File: config.mk
export PLATFORM = sky130hd
export DESIGN_NAME = axi_mem2p_rd
export DESIGN_NICKNAME = d
export VERILOG_FILES = /design/src/rtl/axi_mem2p_pkg.sv /design/src/rtl/axi_mem2p_rd_fifo.sv /design/src/rtl/axi_mem2p_rd.sv
export SDC_FILE = /design/constraint.sdc
export NUM_CORES = 1
export LEC_CHECK = 0
export CORE_MARGIN = 4
export CORE_UTILIZATION = 39
export CTS_BUF_LIST = sky130_fd_sc_hd__clkbuf_4 sky130_fd_sc_hd__clkbuf_8
export DETAILED_ROUTE_END_ITERATION = 10
export REMOVE_ABC_BUFFERS = 1
export SLEW_MARGIN = 10
export SYNTH_ARGS = -nofsm -noshare
export SYNTH_HDL_FRONTEND = slang
export SYNTH_SLANG_ARGS = --single-unit
File: constraint.sdc
create_clock -name clkb -period 9 [get_ports clkb]
set_clock_uncertainty 0.2 [all_clocks]
set_input_delay 1.35 -clock clkb [delete_from_list [all_inputs] [get_ports clkb]]
set_output_delay 1.35 -clock clkb [all_outputs]
set_load 0.03 [all_outputs]
File: src/rtl/axi_mem2p_pkg.sv
// Shared types and address arithmetic for the dual-port AXI memory.
package axi_mem2p_pkg;

   typedef enum logic [1:0] {
      FIXED = 2'd0,
      INCR  = 2'd1,
      WRAP  = 2'd2
   } burst_t;

   localparam logic [1:0] OKAY   = 2'd0;
   localparam logic [1:0] SLVERR = 2'd2;

   typedef enum logic {
      IDLE,
      BURST
   } state_t;

   // Reserved burst type 3 falls through to INCR.
   function automatic logic [63:0] next_addr(
      input logic [63:0] addr,
      input logic [2:0]  size,
      input logic [7:0]  len,
      input logic [1:0]  burst
   );
      logic [63:0] step;
      logic [63:0] inc;
      logic [63:0] mask;
      step = 64'd1 << size;
      inc  = addr + step;
      mask = ((64'(len) + 64'd1) << size) - 64'd1;
      case (burst)
         FIXED:   next_addr = addr;
         WRAP:    next_addr = (addr & ~mask) | (inc & mask);
         default: next_addr = inc;
      endcase
   endfunction

endpackage

File: src/rtl/axi_mem2p_rd_fifo.sv
// Two-entry output buffer for R beats; head entry is held while stalled.
module axi_mem2p_rd_fifo #(
   parameter int W = 8
) (
   input  logic         clk,
   input  logic         rst,
   input  logic         push,
   input  logic [W-1:0] din,
   input  logic         pop,
   output logic [W-1:0] dout,
   output logic [1:0]   count
);

   logic [W-1:0] mem [2];
   logic         wptr;
   logic         rptr;
   logic         do_pop;

   assign do_pop = pop && (count != 2'd0);
   assign dout   = mem[rptr];

   always_ff @(posedge clk) begin
      if (rst) begin
         mem[0] <= '0;
         mem[1] <= '0;
         wptr   <= 1'b0;
         rptr   <= 1'b0;
         count  <= 2'd0;
      end else begin
         if (push) begin
            mem[wptr] <= din;
            wptr      <= ~wptr;
         end
         if (do_pop) begin
            rptr <= ~rptr;
         end
         count <= count + {1'b0, push} - {1'b0, do_pop};
      end
   end

endmodule

File: src/rtl/axi_mem2p_rd.sv
// AXI4 AR/R responder on memory port B (1-cycle read latency).
// Optional AXI_MEM2P_RD_DECERR_EN: out-of-range beats return SLVERR.
module axi_mem2p_rd
   import axi_mem2p_pkg::*;
#(
   parameter int G_DATAWIDTH     = 32,
   parameter int G_MEMDEPTH      = 1024,
   parameter int G_IDWIDTH       = 4,
   parameter int G_AXI_ADDRWIDTH = 32
) (
   input  logic                       clkb,
   input  logic                       rst,
   input  logic [G_IDWIDTH-1:0]       s_axi_arid,
   input  logic [G_AXI_ADDRWIDTH-1:0] s_axi_araddr,
   input  logic [7:0]                 s_axi_arlen,
   input  logic [2:0]                 s_axi_arsize,
   input  logic [1:0]                 s_axi_arburst,
   input  logic                       s_axi_arvalid,
   output logic                       s_axi_arready,
   output logic [G_IDWIDTH-1:0]       s_axi_rid,
   output logic [G_DATAWIDTH-1:0]     s_axi_rdata,
   output logic [1:0]                 s_axi_rresp,
   output logic                       s_axi_rlast,
   output logic                       s_axi_rvalid,
   input  logic                       s_axi_rready,
   output logic                       enb,
   output logic [$clog2(G_MEMDEPTH)-1:0] addrb,
   input  logic [G_DATAWIDTH-1:0]     doutb
);

   localparam int G_ADDRWIDTH = $clog2(G_MEMDEPTH);
   localparam int G_LSB       = $clog2(G_DATAWIDTH/8);
   localparam int PW          = G_IDWIDTH + G_DATAWIDTH + 3;

   state_t                 state;
   state_t                 state_n;
   logic                   arready_q;
   logic [G_IDWIDTH-1:0]   id_q;
   logic [63:0]            addr_q;
   logic [7:0]             len_q;
   logic [7:0]             beat_q;
   logic [2:0]             size_q;
   logic [1:0]             burst_q;
   logic                   inflight_q;
   logic [G_IDWIDTH-1:0]   tag_id_q;
   logic                   tag_last_q;
   logic                   tag_err_q;
   logic                   issue;
   logic                   err;
   logic                   last;
   logic                   pop;
   logic                   ar_hs;
   logic [1:0]             count;
   logic [G_DATAWIDTH-1:0] rdat;
   logic [PW-1:0]          din;
   logic [PW-1:0]          dout;

   assign ar_hs = s_axi_arvalid && arready_q;
   assign pop   = s_axi_rvalid && s_axi_rready;
   assign last  = (beat_q == len_q);

`ifdef AXI_MEM2P_RD_DECERR_EN
   assign err = (addr_q >= (64'(G_MEMDEPTH) << G_LSB));
`else
   assign err = 1'b0;
`endif

   assign s_axi_arready = arready_q;
   assign enb           = issue && !err;
   assign addrb         = addr_q[G_LSB +: G_ADDRWIDTH];

   always_ff @(posedge clkb) begin
      if (rst) begin
         state <= IDLE;
      end else begin
         state <= state_n;
      end
   end

   // A pop this cycle frees a slot, so the read can still issue.
   always_comb begin
      state_n = state;
      issue   = 1'b0;
      case (state)
         IDLE: begin
            if (ar_hs) begin
               state_n = BURST;
            end
         end
         BURST: begin
            if ({1'b0, count} + {2'b0, inflight_q} < 3'd2 + {2'b0, pop}) begin
               issue = 1'b1;
               if (last) begin
                  state_n = IDLE;
               end
            end
         end
         default: state_n = IDLE;
      endcase
   end

   always_ff @(posedge clkb) begin
      if (rst) begin
         arready_q  <= 1'b0;
         id_q       <= '0;
         addr_q     <= '0;
         len_q      <= '0;
         beat_q     <= '0;
         size_q     <= '0;
         burst_q    <= '0;
         inflight_q <= 1'b0;
         tag_id_q   <= '0;
         tag_last_q <= 1'b0;
         tag_err_q  <= 1'b0;
      end else begin
         arready_q  <= (state_n == IDLE);
         inflight_q <= issue;
         tag_id_q   <= id_q;
         tag_last_q <= last;
         tag_err_q  <= err;
         if (state == IDLE && ar_hs) begin
            id_q    <= s_axi_arid;
            addr_q  <= 64'(s_axi_araddr);
            len_q   <= s_axi_arlen;
            size_q  <= s_axi_arsize;
            burst_q <= s_axi_arburst;
            beat_q  <= 8'd0;
         end else if (issue) begin
            beat_q <= beat_q + 8'd1;
            addr_q <= next_addr(addr_q, size_q, len_q, burst_q);
         end
      end
   end

   assign rdat = tag_err_q ? '0 : doutb;
   assign din  = {tag_id_q, rdat, (tag_err_q ? SLVERR : OKAY), tag_last_q};

   axi_mem2p_rd_fifo #(
      .W(PW)
   ) u_fifo (
      .clk   (clkb),
      .rst   (rst),
      .push  (inflight_q),
      .din   (din),
      .pop   (pop),
      .dout  (dout),
      .count (count)
   );

   assign {s_axi_rid, s_axi_rdata, s_axi_rresp, s_axi_rlast} = dout;
   assign s_axi_rvalid = (count != 2'd0);

endmodule

==> metrics.csv, run 1 <==
stage;metric;value;unit
status;status;complete, no violations;
drt;drt drc;0;
placement;GP Congestion;0.886;
clocking;clock latency on the worst-skew pair;0.44;ns
clocking;cts repair resizes;0;
setup_path;crit path DAT;3.25;ns
synth;Mapped Area;0.00674;mm²
timing;Max Fclk;208;MHz
floorplan;# rows;47;
synth;sequential area share after synthesis;0.478;
timing;Worst Tran Pin Value;0.953;ns
power_and_ir_drop;leakage;3.18;nW
hold_path;Hold Path Sink;id_q[1];
synth;post-synth top area share;0.330;
power_and_ir_drop;pwr dens;195;mW/mm²
synth;Post-synth top cells;75 x and2_1, 74 x edfxtp_1, 62 x nand2_1;
clocking;clock root buffer;clkbuf_8;
floorplan;die area;0.0195;mm²
setup_path;crit path max fanout;7;
synth;Synth Flop Type;edfxtp_1;
setup_path;element type at the critical path start;input pin;
global_route;initial antenna violation count;0;
cells_and_area;layout cells sized above 1;0.129;
synth;cells after synthesis;655;
clocking;Clock transition at path regs;0.07;ns
setup_path;Reg2Reg Depth;14;
drt;DRT Pass-1 Iters;4;
timing;Slew Limit Fails;0;
power_and_ir_drop;VDD IR max;0.0940;mV
clocking;CTS tree;yes;
power_and_ir_drop;total power draw;1.62;mW
setup_path;Critical Path, Cell by Cell;clkdlybuf4s50_1, nand2_1, o21ai_0, nand3b_1, clkinv_1, clkdlybuf4s50_1;
clocking;maximum clock path buffer count;2;
placement;Port Buffers;114;
setup_path;CP peak stage delay;0.70;ns
setup_path;cell family with most CP delay;buffers and inverters;
floorplan;die height;139;µm
cells_and_area;Inserted Diodes;0;
timing;final hold slack;0.252;ns
floorplan;initial core utilization;0.402;
timing;setup TNS;0;ns
synth;#FFs+latches synth;124;
setup_path;most used cell, CP;clkdlybuf4s50_1;
floorplan;I/O pin cnt;137;
global_route;Overflow after GRT;0;
clocking;Post-CTS Hold Buffers;0;
timing;slew margin rel.;0.364;
setup_path;Critical Path End Type;primary output;
synth;EDFF count, synth;74;
setup_path;Worst path slowest cell;clkdlybuf4s50_1;
cells_and_area;Final Net Count;845;
hold_path;Hold Path Class;register to register;
clocking;Clock Sinks;124;
synth;Post-synth ARST share;0;
drt;WL/cell;15.9;µm
hold_path;HP Start;id_q[1];
global_route;largest net degree at the start of global routing;49;
clocking;post-CTS setup buffers;0;
setup_path;reg2reg setup slack;4.91;ns
setup_path;worst setup path category;input pin to primary output;
setup_path;worst flop-to-flop path startpoint;size_q[0];
timing;Fin. Hold Viols;0;
synth;Avg Inst Size Synth;10.3;µm²
synth;Yosys warning count;0;
drt;Vias;5169;
timing;fin crit period;4.80;ns
timing;RSZ-0062 raised after global routing;no;
timing;count of final setup violators;0;
setup_path;Buf/Inv on CP;3;
drt;drt total wl;15500;µm
global_route;number of global-route vias before repair;5230;
synth;synth unique cells;71;
drt;DR vias/cell;5.29;
floorplan;Die W;139;µm
drt;Starting DRT DRC Count;277;
clocking;Num CTS Buffers;17;
drt;Detail Route Antenna Nets;0;
global_route;first-pass GRT wire length;25300;µm
placement;hpwl dp;10500;µm
hold_path;hold depth;2;
synth;cell with the most instances after synthesis;and2_1;
synth;top cell type by total area after synthesis;edfxtp_1;
run;Max-cap violations;0;
cells_and_area;synthesis-to-finish area growth;23.4;%
timing;Period Utilization, post-route;0.533;
synth;largest cells by area after synthesis;edfxtp_1 33%, dfxtp_1 15%, and2_1 7.0%;
clocking;H-tree Lvls;4;
floorplan;total core area;0.0168;mm²
global_route;Total GRT Usage;0.161;
setup_path;data required time of the worst path;7.45;ns
==> cell type report <==
cell class,instances,area [µm²]
fill,1550,8450
sequential,124,3220
multi-input combinational,468,3220
timing repair buffer,118,1170
tap,220,275
clock buffer,17,234
clock inverter,15,141
inverter,15,56.3
==> logic make-up after synthesis <==
group,after synthesis,share of synthesized area
fa+ha+maj,16,0.0308
simple gates,246,0.191
xor+xnor,35,0.0477
flops,124,0.478
mux,47,0.0769
buf+inv,64,0.0468
compound gates,122,0.128
other cells,1,0.000556
==> where the power goes <==
group | total (mW) | switching (mW) | internal, mW
combinational | 0.460 | 0.242 | 0.218
sequential | 0.700 | 0.0572 | 0.643
clock | 0.465 | 0.242 | 0.223
==> how the worst max path moves through the flow <==
stage,startpoint,depth (start not counted),endpoint
after CTS,s_axi_rready,6,enb
after global placement,s_axi_rready,6,enb
after floorplan,rst,2,u_fifo.mem[1][0]
after detailed placement,s_axi_rready,6,enb
final,s_axi_rready,6,enb
after global routing,s_axi_rready,6,enb
==> tightest hold or removal path, delay by kind of cell (launching register included) <==
family | cells | cell delay (ns)
flops | 1 | 0.31
compound gates | 1 | 0.05
simple gates | 1 | 0.05
==> cells in the final DEF, fill, tap and decap left out, types with 4 or more instances in the layout <==
master,instances
a311oi_1,5
clkinv_4,5
mux2i_1,9
ha_1,15
o211ai_1,4
edfxtp_1,74
nand3_1,10
xor2_1,22
a211oi_1,10
inv_6,4
nor2b_1,12
nor3_1,5
buf_4,4
nand2_1,62
a21oi_1,37
nand2b_1,4
and2_1,75
o21a_1,5
inv_1,12
nor2_1,48
o21bai_1,6
dfxtp_1,49
mux2_2,38
clkbuf_8,17
xnor2_1,11
o21ai_0,8
a21o_1,5
nand4_1,4
a41o_1,4
nand3b_1,5
clkdlybuf4s50_1,113
==> per-layer routing <==
layer | vias up | track usage | part of all wire
met3 | 28 | 0.0429 | 0.059
met4 | 0 | 0.0561 | 0.017
met5 | - | 0 | 0
met1 | 2486 | 0.195 | 0.44
met2 | 153 | 0.276 | 0.49
li1 | 2502 | - | -
==> per-stage QoR <==
stage	setup slack (ns)	instances	instance area [µm²]	util
2_1_floorplan	5.00	607	6480	-
3_3_place_gp	4.17	945	7940	0.474
3_5_place_dp	4.16	945	7940	0.474
4_1_cts	4.15	977	8310	0.496
5_1_grt	4.05	977	8310	0.496
6_report	4.20	977	8310	0.496
No activity file was read; power rests on OpenSTA's default activity.
==> run 2, diff against run 1 <==
PLACE_DENSITY = 0.66   (was default)
clock period = 4.19 ns   (was 9 ns; I/O delays follow)
==> metrics.csv, run 2 (synthesized netlist as in run 1, its figures left out) <==
stage;metric;value;unit;change
cells_and_area;layout cells sized above 1;0.131;;was 0.129
clocking;maximum clock path buffer count;2;;unchanged
setup_path;element type at the critical path start;register;;was input pin
power_and_ir_drop;total power draw;3.43;mW;was 1.62 mW
clocking;H-tree Lvls;4;;unchanged
drt;WL/cell;16.5;µm;was 15.9 µm
drt;Starting DRT DRC Count;258;;was 277
cells_and_area;Inserted Diodes;0;;unchanged
setup_path;crit path max fanout;7;;unchanged
floorplan;I/O pin cnt;137;;unchanged
floorplan;initial core utilization;0.402;;unchanged
power_and_ir_drop;Reg power frac;0.428;;was 0.431
power_and_ir_drop;clock share of power;0.269;;was 0.286
setup_path;crit path DAT;2.60;ns;was 3.25 ns
setup_path;CP peak stage delay;0.67;ns;was 0.70 ns
drt;drt drc;0;;unchanged
run;Max-cap violations;0;;unchanged
timing;Period Utilization, post-route;0.819;;
timing;Max Fclk;291;MHz;
timing;Fin. Hold Viols;0;;unchanged
timing;RSZ-0062 raised after global routing;no;;unchanged
status;status;complete, no violations;;unchanged
clocking;CTS tree;yes;;unchanged
global_route;Overflow after GRT;0;;unchanged
power_and_ir_drop;Net Sw Frac;0.337;;was 0.333
drt;DR vias/cell;5.25;;was 5.29
setup_path;Critical Path, Cell by Cell;ha_1, ha_1, o21ai_0, nand3b_1, clkinv_1, clkdlybuf4s50_1;;was clkdlybuf4s50_1, nand2_1, o21ai_0, nand3b_1, clkinv_1, clkdlybuf4s50_1
cells_and_area;Final Net Count;851;;was 845
placement;placed cell count;951;;was 945
clocking;cts repair resizes;0;;unchanged
setup_path;Buf/Inv on CP;2;;was 3
floorplan;die height;139;µm;unchanged
power_and_ir_drop;leakage;3.19;nW;was 3.18 nW
global_route;first-pass GRT wire length;26400;µm;was 25,300 µm
clocking;clock root buffer;clkbuf_8;;unchanged
placement;GP Congestion;0.858;;was 0.886
power_and_ir_drop;Pint;2.27;mW;was 1.08 mW
cells_and_area;commonest non-fill, non-tap cell in the layout;clkdlybuf4s50_1;;unchanged
drt;Vias;5163;;was 5,169
setup_path;cell family with most CP delay;buffers and inverters;;unchanged
setup_path;most used cell, CP;ha_1;;was clkdlybuf4s50_1
floorplan;die area;0.0195;mm²;unchanged
global_route;largest net degree at the start of global routing;39;;was 49
setup_path;data required time of the worst path;3.36;ns;was 7.45 ns
setup_path;worst setup path category;register to primary output;;was input pin to primary output
timing;Slew Limit Fails;0;;unchanged
timing;setup TNS;0;ns;unchanged
power_and_ir_drop;switching power total;1.16;mW;was 0.540 mW
timing;count of final setup violators;0;;unchanged
cells_and_area;Finished Layout Cells;983;;was 977
placement;hpwl dp;11200;µm;was 10,500 µm
clocking;clock latency on the worst-skew pair;0.45;ns;was 0.44 ns
clocking;Post-CTS Hold Buffers;0;;unchanged
drt;drt total wl;16200;µm;was 15,500 µm
power_and_ir_drop;pwr dens;412;mW/mm²;was 195 mW/mm²
drt;DRT Pass-1 Iters;4;;unchanged
timing;Worst Tran Pin Value;0.955;ns;was 0.953 ns
hold_path;Hold Path Class;register to register;;unchanged
clocking;Clock transition at path regs;0.07;ns;about the same
clocking;post-CTS setup buffers;0;;unchanged
setup_path;Worst path slowest cell;clkdlybuf4s50_1;;unchanged
clocking;Num CTS Buffers;17;;unchanged
drt;Detail Route Antenna Nets;0;;unchanged
placement;Port Buffers;114;;unchanged
cells_and_area;synthesis-to-finish area growth;23.4;%;about the same
setup_path;Critical Path End Type;primary output;;unchanged
floorplan;# rows;47;;unchanged
floorplan;Die W;139;µm;unchanged
timing;slew margin rel.;0.363;;was 0.364
timing;fin crit period;3.43;ns;
global_route;number of global-route vias before repair;5352;;was 5,230
global_route;initial antenna violation count;0;;unchanged
clocking;Clock Sinks;124;;unchanged
power_and_ir_drop;VDD IR max;0.185;mV;was 0.0940 mV
floorplan;total core area;0.0168;mm²;unchanged
cells_and_area;most frequent cells in the layout;113 x clkdlybuf4s50_1, 75 x and2_1, 74 x edfxtp_1;;unchanged
global_route;Total GRT Usage;0.168;;was 0.161
power_and_ir_drop;Gate power share;0.303;;was 0.283
## run 2: changes by cell type in the layout (fill, tap and decap cells not counted)
cell	previous run	this run
buf_4	4	10
clkinv_4	5	1
clkinv_1	3	6
clkinvlp_4	1	3
a21o_1	5	6
a21o_2	1	0
bufinv_16	1	0
clkbuf_4	0	1
clkinv_2	2	1
inv_6	4	5
inv_8	1	0
## run 2: power by group through the flow
stage / Sequential, mW / Clock [mW] / Combinational [mW]
2_1_floorplan: 1.51 / 0 / 0.605
3_3_place_gp: 1.49 / 0 / 1.03
3_5_place_dp: 1.50 / 0 / 1.04
4_1_cts: 1.47 / 0.946 / 1.05
5_1_grt: 1.48 / 1.01 / 1.11
6_report: 1.47 / 0.921 / 1.04
## run 2: final timing paths
path              endpoint       start  slack (ns)  cells past startpoint
hold reg to reg    id_q[3]     id_q[3]        0.25                      2
setup / recovery       enb  inflight_q        0.76                      6
setup reg to reg  register   size_q[0]        0.79                     14
hold / removal     id_q[3]     id_q[3]        0.25                      2
## run 2: layout make-up
cell class                      count  area, µm²
Clock buffer                       18        241
Clock inverter                     14       95.1
Timing Repair Buffer              124       1210
Sequential cell                   124       3220
Multi-Input combinational cell    468       3220
Tap cell                          220        275
Inverter                           15       56.3
Fill cell                        1528       8440
## run 2: metrics by stage
stage | utilization | worst slack, ns | cell area, µm² | hold WS (ns)
6_report | 0.496 | 0.757 | 8320 | 0.250
2_1_floorplan | - | 0.715 | 6480 | 0.226
3_5_place_dp | 0.476 | 0.801 | 7980 | 0.245
3_3_place_gp | 0.476 | 0.814 | 7980 | 0.243
5_1_grt | 0.496 | 0.544 | 8320 | 0.281
4_1_cts | 0.496 | 0.710 | 8320 | 0.256
## run 2: layer usage
metal / vias to the layer above / share of wire / global-route usage
met5: - / 0 / 0
met1: 2483 / 0.43 / 0.199
met4: 0 / 0.018 / 0.0499
met3: 25 / 0.059 / 0.0456
li1: 2511 / - / -
met2: 144 / 0.49 / 0.297
## run 2: tightest hold or removal path, cell delays in order (launching register included)
cell     delay [ns]
dfxtp_1        0.31
nand2_1        0.05
a21oi_1        0.05
